**config.mk**
```make
export PLATFORM = sky130hd
export DESIGN_NAME = ram_1wnr_sync_no_collision
export DESIGN_NICKNAME = d
export VERILOG_FILES = /design/src/rtl/ram_1wnr_sync_no_collision.sv
export SDC_FILE = /design/constraint.sdc
export NUM_CORES = 1
export LEC_CHECK = 0
export CAP_MARGIN = 25
export CORE_ASPECT_RATIO = 0.6
export CORE_UTILIZATION = 55
export CTS_BUF_LIST = sky130_fd_sc_hd__clkbuf_4 sky130_fd_sc_hd__clkbuf_8
export DETAILED_ROUTE_END_ITERATION = 7
export MAX_ROUTING_LAYER = met4
export PLACE_DENSITY_LB_ADDON = 0.25
export SLEW_MARGIN = 10
export SYNTH_ARGS = -nofsm -noshare
export SYNTH_HDL_FRONTEND = slang
export SYNTH_SLANG_ARGS = --single-unit
```
**constraint.sdc**
```tcl
create_clock -name clk -period 2.4 [get_ports clk]
set_clock_uncertainty 0.15 [all_clocks]
set_input_delay 0.48 -clock clk [delete_from_list [all_inputs] [get_ports clk]]
set_output_delay 0.48 -clock clk [all_outputs]
set_load 0.02 [all_outputs]
```
**src/rtl/ram_1wnr_sync_no_collision.sv**
```systemverilog
// Single-write, multi-read synchronous RAM with one-cycle registered read responses.
// A read that hits the address being written either stalls or forwards the write data.
module ram_1wnr_sync_no_collision #(
    parameter int DATA_W = 32,
    parameter int DEPTH  = 8,
    parameter int ADDR_W = $clog2(DEPTH),
    parameter int NUM_RD = 2,
    parameter int BYPASS = 0
) (
    input  logic                     clk,
    input  logic                     rst,
    input  logic                     wr_en_a,
    input  logic [ADDR_W-1:0]        wr_addr_a,
    input  logic [DATA_W-1:0]        wr_data_a,
    output logic                     wr_rdy_a,
    input  logic [NUM_RD-1:0]        rd_req_en,
    input  logic [NUM_RD*ADDR_W-1:0] rd_req_addr,
    output logic [NUM_RD-1:0]        rd_req_rdy,
    output logic [NUM_RD-1:0]        rd_resp_val,
    output logic [NUM_RD*DATA_W-1:0] rd_resp_data,
    input  logic [NUM_RD-1:0]        rd_resp_rdy
);

    logic [DATA_W-1:0]        mem_r [DEPTH];
    logic [NUM_RD-1:0]        resp_val_r;
    logic [NUM_RD*DATA_W-1:0] resp_data_r;

    logic [ADDR_W-1:0]        rd_addr_s [NUM_RD];
    logic [NUM_RD-1:0]        addr_hit_s;
    logic [NUM_RD-1:0]        req_rdy_s;
    logic [NUM_RD-1:0]        accept_s;

    // Ready is built from the write address match rather than the full collision term,
    // so a port's ready never depends on its own request enable.
    always_comb begin
        for (int i = 0; i < NUM_RD; i++) begin
            rd_addr_s[i]  = rd_req_addr[i*ADDR_W +: ADDR_W];
            addr_hit_s[i] = wr_en_a && (rd_addr_s[i] == wr_addr_a);
            req_rdy_s[i]  = !rst && (!resp_val_r[i] || rd_resp_rdy[i])
                            && ((BYPASS != 0) || !addr_hit_s[i]);
            accept_s[i]   = rd_req_en[i] && req_rdy_s[i];
        end
    end

    // Memory array: no reset, contents survive rst; writes are ignored while rst is high.
    always_ff @(posedge clk) begin
        if (wr_en_a && !rst) begin
            mem_r[wr_addr_a] <= wr_data_a;
        end
    end

    // Per-port response registers: load on accept, clear on drain, hold under backpressure.
    always_ff @(posedge clk or posedge rst) begin
        if (rst) begin
            resp_val_r  <= {NUM_RD{1'b0}};
            resp_data_r <= {(NUM_RD*DATA_W){1'b0}};
        end else begin
            for (int i = 0; i < NUM_RD; i++) begin
                if (accept_s[i]) begin
                    resp_val_r[i] <= 1'b1;
                    if ((BYPASS != 0) && addr_hit_s[i]) begin
                        resp_data_r[i*DATA_W +: DATA_W] <= wr_data_a;
                    end else begin
                        resp_data_r[i*DATA_W +: DATA_W] <= mem_r[rd_addr_s[i]];
                    end
                end else if (rd_resp_rdy[i]) begin
                    resp_val_r[i] <= 1'b0;
                end else begin
                    resp_val_r[i] <= resp_val_r[i];
                end
            end
        end
    end

    assign wr_rdy_a     = !rst;
    assign rd_req_rdy   = req_rdy_s;
    assign rd_resp_val  = resp_val_r;
    assign rd_resp_data = resp_data_r;

endmodule

```
==> impl_metrics.tcl <==
set metrics [dict create \
    outcome "completed" \
    hold_ws_ns 0.0913 \
    port-buffer-count 116 \
    wl_mm 31.3 \
    path_clk_slew_ns 0.06 \
    crit_arrival_ns 1.65 \
    die_h_um 128 \
    synth_area_leaders "edfxtp_1 (53%), mux4_1 (17%), dfrtp_1 (11%), mux2_2 (9.9%), mux4_2 (5.6%)" \
    clock_path_buffers 3 \
    drt-initial-drc-count 559 \
    min_period_ns 2.28 \
    synth_seq_cells 322 \
    gp_congestion 0.824 \
    drive_gt1_share_pct 36.3 \
    yosysMostFrequentCell "edfxtp_1" \
    postRouteAntennaNets 0 \
    overflow 0 \
    vias 7402 \
    synth_ff_type "edfxtp_1" \
    first_pass_iters 5 \
    hold_viol_final 0 \
    antenna_found_initial 1 \
    cts.sinks 322 \
    fin_area_um2 17800 \
    maxSlewViolCount 0 \
    ir_drop_v 0.000563 \
    grt_start_max_net_pins 65 \
    cap_violations 0 \
    synth_top_area_share_pct 53.0 \
    yosys.area.top_type "edfxtp_1" \
    ys_async_sr_fraction_pct 20.5 \
    cts_made_buffers 46 \
    fin_cells 1219 \
    fp.dieArea_um2 27000 \
    placed_cell_area_um2 16900 \
    required_ns 1.77 \
    synth_commonest_cells "edfxtp_1 (256), mux2_2 (128), mux4_1 (92), dfrtp_1 (66), mux4_2 (36)" \
    core_um2 25600 \
    setup_viol 0 \
    clk_latency_ns 0.58 \
    viasPerCell 6.07 \
    rsz0062_at_grt "no" \
    power_w 0.0131 \
    synth.cell_area_um2 14500 \
    slowest_stage "clkdlybuf4s50_1" \
    tightest_slew_ns 0.625 \
    critPathKind "in -> out" \
    placed_cells 1133 \
    wire_per_inst_um 25.7 \
    pin_count 117 \
    dp_hpwl_mm 19.3 \
    path_max_fanout 7 \
    tns_ns 0 \
    hp-class "in -> async" \
    die_width_um 212 \
    tritoncts "yes" \
    htree_num_levels 2 \
    power_leakage_nw 6.54 \
    ys_warn_count 0 \
    timing.slew.headroom_pct 58.4 \
    fillers 1576 \
    drc 0 \
    ctsHoldBuffers 0 \
    power_per_cell_area_nw_per_um2 733 \
    reg2regPathDepth 5 \
    num-nets-final 877 \
    worstSetupStartpointType "input pin" \
    syn_inst 656 \
    grt_pass1_wl_mm 48.0 \
    cpPeakStageDelay_ns 0.57 \
    grt_pass1_vias 7964 \
    ff2ff_setup_slack_ns 0.53 \
    syn_to_final_growth_pct 22.9 \
    crit_path_cell_trace "clkdlybuf4s50_1, clkinvlp_4, dlygate4sd2_1" \
    synthesis.nets 704 \
    regArea_um2 9340 \
    cp-end-kind "primary output" \
    synth_edf_count 256 \
    period_share_pct 95.0 \
    max_freq_ghz 0.439 \
    yosysUniqueCellTypes 21 \
    synth_seq_area_share_pct 64.4 \
    grtUsageTotal_pct 25.2 \
    avgSynthCellArea_um2 22.1 \
    cts-root-buf "clkbuf_8" \
    initial_utilization_pct 56.7 \
    multi_input_area_um2 5170 \
    rows 45 \
]
[metrics by stage]
stage,util [%],worst slack [ns]
final,69.7,0.121
after global routing,69.7,0.0428
after CTS,69.7,0.0427
after detailed placement,66.3,-0.428
after global placement,66.3,-0.366
after floorplan,-,-0.756
[layout make-up]
class / instances / area share (%)
multi-input cells: 287 / 29.0
clock inverters: 19 / 0.498
clock buffers: 65 / 4.46
well taps: 352 / 2.47
inverters: 1 / 0.0421
diodes: 2 / 0.0281
flip-flops and latches: 322 / 52.4
repair buffers: 171 / 11.1
[sequential cells by signal, summed over array words and instances (netlist names)]
name	count
rd_resp_val	2
rd_resp_data	64
mem_r	256
[report_power, final]
part | internal (W) | switching, W | leakage [nW]
sequential | 0.00640 | 0.000226 | 3.09
clock | 0.00214 | 0.00201 | 0.472
combinational | 0.00130 | 0.000987 | 2.98
total | 0.00984 | 0.00322 | 6.54
[final timing paths]
| check | start | end |
|---|---|---|
| setup / recovery | rst | wr_rdy_a |
| hold / removal | rst | rd_resp_val[1] |
| setup reg to reg | rd_resp_val[1] | rd_resp_data[39] |
| hold reg to reg | rd_resp_data[17] | rd_resp_data[17] |
| max in group asynchronous | rst | rd_resp_data[50] |
| min in group clk | rd_resp_data[17] | rd_resp_data[17] |
[kinds of logic after synthesis]
kind of cell              after synthesis  share of synthesized area [%]
AOI/OAI and AO/OA                       4                          0.259
xor gates and xnor gates                6                          0.362
buffers and inverters                  47                           2.07
muxes                                 256                           32.2
DFF                                   322                           64.4
and+or+nand+nor                        21                          0.699
[cell usage in the layout, fill, tap and decap left out, types with 5 or more instances in the layout]
cell / n
clkdlybuf4s50_1: 105
mux4_2: 36
mux4_1: 92
nor2_4: 6
buf_2: 5
clkbuf_4: 16
mux2_2: 66
buf_4: 23
buf_12: 35
edfxtp_1: 256
clkinv_1: 9
clkbuf_8: 49
dfrtp_1: 66
mux2_4: 62
clkinv_2: 8
[routing by layer]
metal | up-vias | track usage, % | part of all wire [%]
met5 | - | - | 0
met4 | 0 | 7.97 | 2.2
met3 | 58 | 4.61 | 5.1
met2 | 230 | 40.7 | 49
met1 | 3900 | 33.1 | 43
li1 | 3214 | - | -
[timing repair]
item / 4_1_cts / 5_1_grt
pin swaps: 0 / 1
hold endpoints to repair: 0 / 0
buffers inserted: 0 / 0
gates resized for setup: 11 / 3
endpoints found under the setup margin: 3 / 2
[critical path, delay by kind of cell]
family / cells / cell delay (ns)
buffers and inverters: 3 / 1.16
Note: power is estimated with default switching activity, not from simulation.
